**src/rtl/alu_pkg.sv**
```systemverilog
// Shared constants for the integer ALU and its execute-stage issue controller:
// ALU operation codes, RV64I opcode/funct fields, compare kinds and FSM states.
package alu_pkg;

  localparam int DEF_WORDSIZE = 64;
  localparam int DEF_SHAMT_W  = 6;

  localparam logic [5:0] ALU_ADD = 6'b00_0000;
  localparam logic [5:0] ALU_SUB = 6'b00_0001;
  localparam logic [5:0] ALU_AND = 6'b10_0000;
  localparam logic [5:0] ALU_OR  = 6'b10_0001;
  localparam logic [5:0] ALU_XOR = 6'b10_0011;
  localparam logic [5:0] ALU_SLL = 6'b11_0011;
  localparam logic [5:0] ALU_SRL = 6'b11_0010;
  localparam logic [5:0] ALU_SRA = 6'b11_0000;

  localparam logic [6:0] OPC_OP     = 7'b0110011;
  localparam logic [6:0] OPC_OP_IMM = 7'b0010011;
  localparam logic [6:0] OPC_BRANCH = 7'b1100011;

  localparam logic [2:0] F3_ADD  = 3'b000;
  localparam logic [2:0] F3_SLL  = 3'b001;
  localparam logic [2:0] F3_SLT  = 3'b010;
  localparam logic [2:0] F3_SLTU = 3'b011;
  localparam logic [2:0] F3_XOR  = 3'b100;
  localparam logic [2:0] F3_SR   = 3'b101;
  localparam logic [2:0] F3_OR   = 3'b110;
  localparam logic [2:0] F3_AND  = 3'b111;

  localparam logic [2:0] F3_BEQ  = 3'b000;
  localparam logic [2:0] F3_BNE  = 3'b001;
  localparam logic [2:0] F3_BLT  = 3'b100;
  localparam logic [2:0] F3_BGE  = 3'b101;
  localparam logic [2:0] F3_BLTU = 3'b110;
  localparam logic [2:0] F3_BGEU = 3'b111;

  localparam logic [6:0] F7_BASE     = 7'b0000000;
  localparam logic [6:0] F7_ALT      = 7'b0100000;
  localparam logic [5:0] F7H_SH_BASE = 6'b000000;
  localparam logic [5:0] F7H_SH_ALT  = 6'b010000;

  typedef enum logic [3:0] {
    CMP_NONE,
    CMP_SLT,
    CMP_SLTU,
    CMP_BEQ,
    CMP_BNE,
    CMP_BLT,
    CMP_BGE,
    CMP_BLTU,
    CMP_BGEU
  } cmp_kind_e;

  typedef enum logic [1:0] {
    ST_IDLE,
    ST_EXEC,
    ST_RESP
  } state_e;

endpackage

```
**src/rtl/alu_op_decode.sv**
```systemverilog
// Combinational decode of an RV64I OP / OP-IMM / BRANCH encoding into the ALU
// operation, operand-B selection and the compare kind used to form the response.
module alu_op_decode
  import alu_pkg::*;
(
  input  logic [6:0] opcode,
  input  logic [2:0] funct3,
  input  logic [6:0] funct7,
  output logic [5:0] alu_operation,
  output logic       use_imm,
  output logic       shift_operand,
  output cmp_kind_e  cmp_kind,
  output logic       illegal
);

  always_comb begin
    alu_operation = ALU_ADD;
    use_imm       = 1'b0;
    shift_operand = 1'b0;
    cmp_kind      = CMP_NONE;
    illegal       = 1'b0;

    unique case (opcode)
      OPC_OP: begin
        if (funct7 == F7_BASE) begin
          unique case (funct3)
            F3_ADD:  alu_operation = ALU_ADD;
            F3_SLL:  begin alu_operation = ALU_SLL; shift_operand = 1'b1; end
            F3_SLT:  begin alu_operation = ALU_SUB; cmp_kind = CMP_SLT; end
            F3_SLTU: begin alu_operation = ALU_SUB; cmp_kind = CMP_SLTU; end
            F3_XOR:  alu_operation = ALU_XOR;
            F3_SR:   begin alu_operation = ALU_SRL; shift_operand = 1'b1; end
            F3_OR:   alu_operation = ALU_OR;
            F3_AND:  alu_operation = ALU_AND;
            default: illegal = 1'b1;
          endcase
        end else if (funct7 == F7_ALT && funct3 == F3_ADD) begin
          alu_operation = ALU_SUB;
        end else if (funct7 == F7_ALT && funct3 == F3_SR) begin
          alu_operation = ALU_SRA;
          shift_operand = 1'b1;
        end else begin
          illegal = 1'b1;
        end
      end

      // funct7 here is imm[11:5]; only the shift forms constrain it, and
      // funct7[0] is shamt[5] on RV64 so it is not part of the check.
      OPC_OP_IMM: begin
        use_imm = 1'b1;
        unique case (funct3)
          F3_ADD:  alu_operation = ALU_ADD;
          F3_SLT:  begin alu_operation = ALU_SUB; cmp_kind = CMP_SLT; end
          F3_SLTU: begin alu_operation = ALU_SUB; cmp_kind = CMP_SLTU; end
          F3_XOR:  alu_operation = ALU_XOR;
          F3_OR:   alu_operation = ALU_OR;
          F3_AND:  alu_operation = ALU_AND;
          F3_SLL: begin
            alu_operation = ALU_SLL;
            shift_operand = 1'b1;
            illegal       = (funct7[6:1] != F7H_SH_BASE);
          end
          F3_SR: begin
            shift_operand = 1'b1;
            if (funct7[6:1] == F7H_SH_BASE)     alu_operation = ALU_SRL;
            else if (funct7[6:1] == F7H_SH_ALT) alu_operation = ALU_SRA;
            else                                illegal = 1'b1;
          end
          default: illegal = 1'b1;
        endcase
      end

      OPC_BRANCH: begin
        alu_operation = ALU_SUB;
        unique case (funct3)
          F3_BEQ:  cmp_kind = CMP_BEQ;
          F3_BNE:  cmp_kind = CMP_BNE;
          F3_BLT:  cmp_kind = CMP_BLT;
          F3_BGE:  cmp_kind = CMP_BGE;
          F3_BLTU: cmp_kind = CMP_BLTU;
          F3_BGEU: cmp_kind = CMP_BGEU;
          default: illegal = 1'b1;
        endcase
      end

      default: illegal = 1'b1;
    endcase
  end

endmodule

```
**src/rtl/alu_issue_ctrl.sv**
```systemverilog
// Execute-stage controller: accepts one decoded integer request, drives the
// combinational ALU for one cycle, then holds the result/branch decision.
//   state   | meaning
//   IDLE    | req_ready=1, waiting for a request
//   EXEC    | ALU inputs driven from latched operands; result captured at edge
//   RESP    | rsp_valid=1, response held until rsp_ready
module alu_issue_ctrl
  import alu_pkg::*;
#(
  parameter int WORDSIZE = DEF_WORDSIZE,
  parameter int SHAMT_W  = DEF_SHAMT_W
) (
  input  logic                clk,
  input  logic                reset,
  input  logic                req_valid,
  output logic                req_ready,
  input  logic [6:0]          req_opcode,
  input  logic [2:0]          req_funct3,
  input  logic [6:0]          req_funct7,
  input  logic [WORDSIZE-1:0] req_rs1,
  input  logic [WORDSIZE-1:0] req_rs2,
  input  logic [WORDSIZE-1:0] req_imm,
  output logic [WORDSIZE-1:0] alu_input_a,
  output logic [WORDSIZE-1:0] alu_input_b,
  output logic [5:0]          alu_operation,
  input  logic [WORDSIZE-1:0] alu_result,
  input  logic                alu_flag_overflow,
  input  logic                alu_flag_equal,
  input  logic                alu_flag_not_equal,
  input  logic                alu_flag_less,
  input  logic                alu_flag_u_less,
  output logic                rsp_valid,
  input  logic                rsp_ready,
  output logic [WORDSIZE-1:0] rsp_result,
  output logic                rsp_branch_taken,
  output logic                rsp_overflow,
  output logic                rsp_illegal
);

  state_e              state_q, state_d;
  logic [WORDSIZE-1:0] a_q, a_d, b_q, b_d;
  logic [5:0]          op_q, op_d;
  cmp_kind_e           cmp_q, cmp_d;
  logic                ovf_en_q, ovf_en_d;
  logic [WORDSIZE-1:0] result_q, result_d;
  logic                taken_q, taken_d;
  logic                ovf_q, ovf_d;
  logic                illegal_q, illegal_d;

  logic [5:0]          dec_op;
  logic                dec_use_imm;
  logic                dec_shift;
  cmp_kind_e           dec_cmp;
  logic                dec_illegal;
  logic [WORDSIZE-1:0] opnd_src;
  logic [WORDSIZE-1:0] opnd_b;

  alu_op_decode u_decode (
    .opcode        (req_opcode),
    .funct3        (req_funct3),
    .funct7        (req_funct7),
    .alu_operation (dec_op),
    .use_imm       (dec_use_imm),
    .shift_operand (dec_shift),
    .cmp_kind      (dec_cmp),
    .illegal       (dec_illegal)
  );

  assign opnd_src = dec_use_imm ? req_imm : req_rs2;
  assign opnd_b   = dec_shift ? {{(WORDSIZE-SHAMT_W){1'b0}}, opnd_src[SHAMT_W-1:0]}
                              : opnd_src;

  always_comb begin
    state_d   = state_q;
    a_d       = a_q;
    b_d       = b_q;
    op_d      = op_q;
    cmp_d     = cmp_q;
    ovf_en_d  = ovf_en_q;
    result_d  = result_q;
    taken_d   = taken_q;
    ovf_d     = ovf_q;
    illegal_d = illegal_q;

    unique case (state_q)
      ST_IDLE: begin
        if (req_valid) begin
          if (dec_illegal) begin
            // Nothing is issued to the ALU; its inputs keep their last value.
            result_d  = '0;
            taken_d   = 1'b0;
            ovf_d     = 1'b0;
            illegal_d = 1'b1;
            state_d   = ST_RESP;
          end else begin
            a_d      = req_rs1;
            b_d      = opnd_b;
            op_d     = dec_op;
            cmp_d    = dec_cmp;
            ovf_en_d = (dec_cmp == CMP_NONE) && (dec_op == ALU_ADD || dec_op == ALU_SUB);
            state_d  = ST_EXEC;
          end
        end
      end

      ST_EXEC: begin
        unique case (cmp_q)
          CMP_NONE: result_d = alu_result;
          CMP_SLT:  result_d = {{(WORDSIZE-1){1'b0}}, alu_flag_less};
          CMP_SLTU: result_d = {{(WORDSIZE-1){1'b0}}, alu_flag_u_less};
          default:  result_d = '0;
        endcase
        unique case (cmp_q)
          CMP_BEQ:  taken_d = alu_flag_equal;
          CMP_BNE:  taken_d = alu_flag_not_equal;
          CMP_BLT:  taken_d = alu_flag_less;
          CMP_BGE:  taken_d = ~alu_flag_less;
          CMP_BLTU: taken_d = alu_flag_u_less;
          CMP_BGEU: taken_d = ~alu_flag_u_less;
          default:  taken_d = 1'b0;
        endcase
        ovf_d     = ovf_en_q & alu_flag_overflow;
        illegal_d = 1'b0;
        state_d   = ST_RESP;
      end

      ST_RESP: begin
        if (rsp_ready) state_d = ST_IDLE;
      end

      default: state_d = ST_IDLE;
    endcase
  end

  always_ff @(posedge clk) begin
    if (reset) begin
      state_q   <= ST_IDLE;
      a_q       <= '0;
      b_q       <= '0;
      op_q      <= ALU_ADD;
      cmp_q     <= CMP_NONE;
      ovf_en_q  <= 1'b0;
      result_q  <= '0;
      taken_q   <= 1'b0;
      ovf_q     <= 1'b0;
      illegal_q <= 1'b0;
    end else begin
      state_q   <= state_d;
      a_q       <= a_d;
      b_q       <= b_d;
      op_q      <= op_d;
      cmp_q     <= cmp_d;
      ovf_en_q  <= ovf_en_d;
      result_q  <= result_d;
      taken_q   <= taken_d;
      ovf_q     <= ovf_d;
      illegal_q <= illegal_d;
    end
  end

  assign req_ready        = (state_q == ST_IDLE);
  assign rsp_valid        = (state_q == ST_RESP);
  assign alu_input_a      = a_q;
  assign alu_input_b      = b_q;
  assign alu_operation    = op_q;
  assign rsp_result       = result_q;
  assign rsp_branch_taken = taken_q;
  assign rsp_overflow     = ovf_q;
  assign rsp_illegal      = illegal_q;

endmodule

```
**config.mk**
```make
export PLATFORM = sky130hd
export DESIGN_NAME = alu_issue_ctrl
export DESIGN_NICKNAME = d
export VERILOG_FILES = /design/src/rtl/alu_pkg.sv /design/src/rtl/alu_op_decode.sv /design/src/rtl/alu_issue_ctrl.sv
export SDC_FILE = /design/constraint.sdc
export NUM_CORES = 1
export LEC_CHECK = 0
export ABC_AREA = 1
export CORE_AREA = 3 3 187 189
export CTS_BUF_LIST = sky130_fd_sc_hd__clkbuf_8
export CTS_CLUSTER_DIAMETER = 60
export DETAILED_ROUTE_END_ITERATION = 8
export DIE_AREA = 0 0 190 192
export PLACE_DENSITY_LB_ADDON = 0.2
export SLEW_MARGIN = 20
export SYNTH_ARGS = -nofsm -noshare
export SYNTH_HDL_FRONTEND = slang
export SYNTH_HIERARCHICAL = 1
export SYNTH_SLANG_ARGS = --single-unit
```
**constraint.sdc**
```tcl
create_clock -name clk -period 3.7 [get_ports clk]
set_clock_uncertainty 0.05 [all_clocks]
set_input_delay 0.74 -clock clk [delete_from_list [all_inputs] [get_ports clk]]
set_output_delay 0.74 -clock clk [all_outputs]
set_load 0.05 [all_outputs]
```
# Word level (Yosys, flattened, before mapping)
# Index checks and enable logic that the tools add are counted.
# classes
eq_ne	26
n_mux	44
n_bitwise	4
n_reduce_logical	19
# op_table
operator	count
64-bit 2-to-1 mux	4
64-bit case mux with 3 select lines	1
64-bit case mux with 2 select lines	1
6-bit case mux with 7 select lines	2
6-bit 2-to-1 mux	5
4-bit case mux with 6 select lines	1
6-bit case mux with 3 select lines	1
4-bit by 3-bit == test with 1-bit output (second input constant)	4
1-bit 2-to-1 mux	15
7-bit by 6-bit == test with 1-bit output (second input constant)	2
3-bit == test (second input constant)	4
6-bit zero test	2
4-bit case mux with 3 select lines	1
1-bit case mux with 2 select lines	5
4-bit by 2-bit == test with 1-bit output (second input constant)	2
4-bit zero test	2
7-bit by 5-bit == test with 1-bit output (second input constant)	1
7-bit == test (second input constant)	1
7-bit zero test	1
3-bit by 2-bit == test with 1-bit output (second input constant)	2
6-bit by 1-bit == test with 1-bit output (second input constant)	1
6-bit by 5-bit == test with 1-bit output (second input constant)	1
2-bit 2-to-1 mux	3
1-bit case mux with 6 select lines	1
23 further kinds	30
# totals
register_bits	208
input_bits	282
output_inout_bits	203
word_cells	103

# Logic depth before layout (Yosys ltp)
# depth
ltp_word	9
depth_mapped	14

# By module
# The synthesis kept the hierarchy.
# by_module_without_submodules
module	n_inst	cells_each	area_per_inst_um2	seq_area_each_um2
alu_issue_ctrl	1	1077	8645.8	4164.0
alu_op_decode	1	105	486.7	0.0

# Least setup slack after synthesis
# Ideal clock, no wire load.
# synth_timing
kind	input port to flip-flop
from	input port req_opcode[2]
to	register result_q[53], in the netlist rsp_result[53]
arrival_time_ns	2.142
setup_slack_ns	1.377
path_stages	14
n_path_buf	3
cell_sequence	inv_1 nand2_1 nor2_1 nand2_1 nor2_1 nand2_1 nand3_1 a21oi_1 or2_1 buf_2 buf_6 buf_2 nand2_1 a21oi_2
# synth_between
elab_chain_len	4
# synth_rtl
element	line_no	rtl
start: declaration	alu_issue_ctrl.sv:17	input logic [6:0] req_opcode,
7-bit == test (tied with other cells)	alu_op_decode.sv:23	unique case (opcode)
1-bit case mux with 3 select lines (*)	alu_op_decode.sv:23	
net dec_illegal	alu_issue_ctrl.sv:54	logic dec_illegal;
2-bit by 1-bit inequality test with 1-bit output (no source line) (*)	-	
3-bit AND reduction (no source line) (*)	-	
end signal: assignment	alu_issue_ctrl.sv:154	result_q <= result_d;
end: declaration	alu_issue_ctrl.sv:45	logic [WORDSIZE-1:0] result_q, result_d;
# Mark *: on every way through the listed nets, which the timed path passes. The rest lies on a longest branch.
# A chain may end at the register's enable or synchronous reset.

# Worst setup path after layout
# layout_timing
from	register state_q[1]
to	output port rsp_valid
# layout_between
elab_chain_len	1
# layout_rtl
element	line_no	rtl
start: declaration	alu_issue_ctrl.sv:40	state_e state_q, state_d;
start signal: assignment	alu_issue_ctrl.sv:148	state_q <= state_d;
2-bit == test	alu_issue_ctrl.sv:162	assign rsp_valid = (state_q == ST_RESP);
end: declaration	alu_issue_ctrl.sv:32	output logic rsp_valid,
# No other way between the ends.

==> impl_metrics.json <==
{
  "status": "finished clean",
  "ant_nets": 0,
  "post-route-util_pct": 44.8,
  "num_rows": 67,
  "tns_ps": 0,
  "slowest_delay_ps": 880,
  "grt.total_usage_pct": 17.9,
  "cts_tree": "yes",
  "synthTopCellsByCount": "nor2_1 (303), dfxtp_1 (208), o21ai_0 (170), nand2_1 (147), a21oi_1 (71)",
  "finalWeightedCongestion": 0.845,
  "clock_latency_ps": 500,
  "place_hpwl_mm": 25.3,
  "synth.top_cell.area_share_pct": 45.6,
  "multiInputGateArea_sq_um": 4310,
  "setup_viol": 0,
  "period_share_pct": 73.5,
  "tightest_slew_ps": 979,
  "postSynth.asyncResetShare_pct": 0,
  "fin_hold_ws_ps": 415,
  "netlist_instances": 1182,
  "cts-root-buf": "clkbuf_8",
  "syn-cell-area_sq_um": 9130,
  "hold_path_class": "register to register",
  "firstDrtPassIters": 5,
  "peakVddDrop_v": 0.000157,
  "cts.sinks": 208,
  "drc_errors": 0,
  "overflow": 0,
  "placed_cells": 2053,
  "nFillCells": 3342,
  "seq_area_frac_synth_pct": 45.6,
  "clockBufferDepth": 3,
  "path_class": "register to output port",
  "synth_edf_count": 0,
  "drt_iter0_drc": 304,
  "ios": 485,
  "h-tree-depth": 2,
  "max_slew_margin_pct": 34.7,
  "vias": 9443,
  "portBuffers": 484,
  "power_density_nw_per_um2": 336,
  "cp.depth": 3,
  "cap_violations": 0,
  "grt_max_degree": 73,
  "clk_pin_slew_worst_paths_ps": 50,
  "cts_buffers": 40,
  "cpLargestDelayFamily": "buffers and inverters",
  "crit_path_max_fanout": 3,
  "viasPerCell": 4.46,
  "worstPathRequired_ps": 2910,
  "fin_area_sq_um": 15000,
  "start_util_pct": 27.3,
  "synthTopCellsByArea": "dfxtp_1 (46%), nor2_1 (12%), o21ai_0 (9.3%)",
  "drive_gt1_share_pct": 11.6,
  "seq_area_sq_um": 4160,
  "wl_mm": 34.4,
  "wl_per_cell_um": 16.2,
  "fmax_mhz": 368,
  "finalCriticalPeriod_ps": 2720,
  "grt_first_pass_wirelength_mm": 51.9,
  "setup.worst_path.start_class": "register",
  "cp_slowest_cell": "clkdlybuf4s50_1",
  "grt_pass1_vias": 9279,
  "ys_seq_elements": 208,
  "r2r_cells": 5,
  "post_cts_buffers": 0,
  "arrival_ps": 1930,
  "critPathCaptureType": "output port",
  "hold_viol_final": 0,
  "critical_path_buf_inv_count": 2,
  "hold_buffers": 0,
  "fin_nets": 1929,
  "diodes": 0,
  "crit_chain": "inv_2, nor2_1, clkdlybuf4s50_1",
  "rsz0062_at_grt": "no",
  "coreArea_sq_um": 33400,
  "synth.largest_area_cell": "dfxtp_1",
  "placed_area_sq_um": 14200,
  "final_cell_count_no_fill": 2119,
  "final_max_slew_viol_count": 0,
  "synth_cell_types": 36,
  "static-leakage-power_nw": 5.73,
  "yosys_warnings": 6,
  "antenna_found_initial": 0,
  "syn_to_final_growth_pct": 64.2,
  "synth_ff_type": "dfxtp_1",
  "ctsResizeCount": 0,
  "die_h_um": 192,
  "min_path_cells": 2,
  "die_x_um": 190,
  "synth_area_per_cell_sq_um": 7.73,
  "synth.most_common_cell": "nor2_1",
  "die_area_sq_um": 36500
}
-- routing by layer --
| metal | track usage [%] | part of all wire, % | up-vias |
|---|---|---|---|
| met5 | 0 | 0 | - |
| met4 | 5.15 | 2.4 | 0 |
| met3 | 5.33 | 7.9 | 62 |
| met2 | 31.9 | 50 | 352 |
| met1 | 20.7 | 40 | 4249 |
| li1 | - | - | 4780 |
-- logic make-up after synthesis --
group                  synth area share [%]
AOI/OAI and AO/OA                      20.5
DFF                                    45.6
other                                0.0411
and+or+nand+nor                        26.5
buffers and inverters                  7.38
-- flip-flops by register name, summed over array words and instances (netlist names) --
signal,cells
cmp_q,4
alu_input_a,64
alu_operation,6
rsp_result,64
rsp_illegal,1
rsp_overflow,1
ovf_en_q,1
rsp_branch_taken,1
alu_input_b,64
state_q,2
-- area by class of cell --
cell class,count,area share [%]
Clock buffer,47,4.31
Tap cell,448,3.74
Sequential cell,208,27.8
Clock inverter,19,0.709
Multi-Input combinational cell,857,28.7
Inverter,31,0.809
Timing Repair Buffer,509,34.0
-- path summary, 6_finish.rpt --
kind                            slack [ps]                          end                         from
worst max-delay path                   980                    rsp_valid      state_q[1]$_SDFFE_PP0P_
worst min-delay path                   420  rsp_result[42]$_SDFFE_PP0P_  rsp_result[42]$_SDFFE_PP0P_
worst max register to register        1620   rsp_result[8]$_SDFFE_PP0P_        cmp_q[0]$_SDFFE_PP0P_
worst min register to register         420  rsp_result[42]$_SDFFE_PP0P_  rsp_result[42]$_SDFFE_PP0P_
-- power breakdown --
group / internal [mW] / switching (mW) / total (mW)
combinational: 0.341 / 0.273 / 0.615
sequential: 2.26 / 0.00868 / 2.27
clock: 1.21 / 0.952 / 2.16
-- worst register-to-register path, delay by kind of cell (launching register included) --
| kind | cells | cell delay [ps] |
|---|---|---|
| and+or+nand+nor | 3 | 1190 |
| DFF | 1 | 330 |
| buffers and inverters | 1 | 330 |
| AOI/OAI and AO/OA | 1 | 110 |
-- cell usage in the layout (no fill, tap or decap), drive strengths merged --
cell / count
or2: 2
and3: 1
inv: 44
nor3: 3
o21ai: 179
nor2: 310
a21oi: 111
nor4: 1
bufinv: 1
a31oi: 6
nand3: 22
dfxtp: 208
conb: 2
clkbuf: 47
o211ai: 1
clkdlybuf4s50: 483
a211oi: 24
nand4: 2
clkinv: 5
nand3b: 2
buf: 26
nand2: 191
-- metrics by stage --
step	total power, mW	worst slack, ps
after floorplan	2.54	1380
after global placement	2.93	474
after detailed placement	2.93	438
after CTS	5.15	918
after global routing	5.29	731
final	5.05	981
Power figures use the tool's default switching activity.
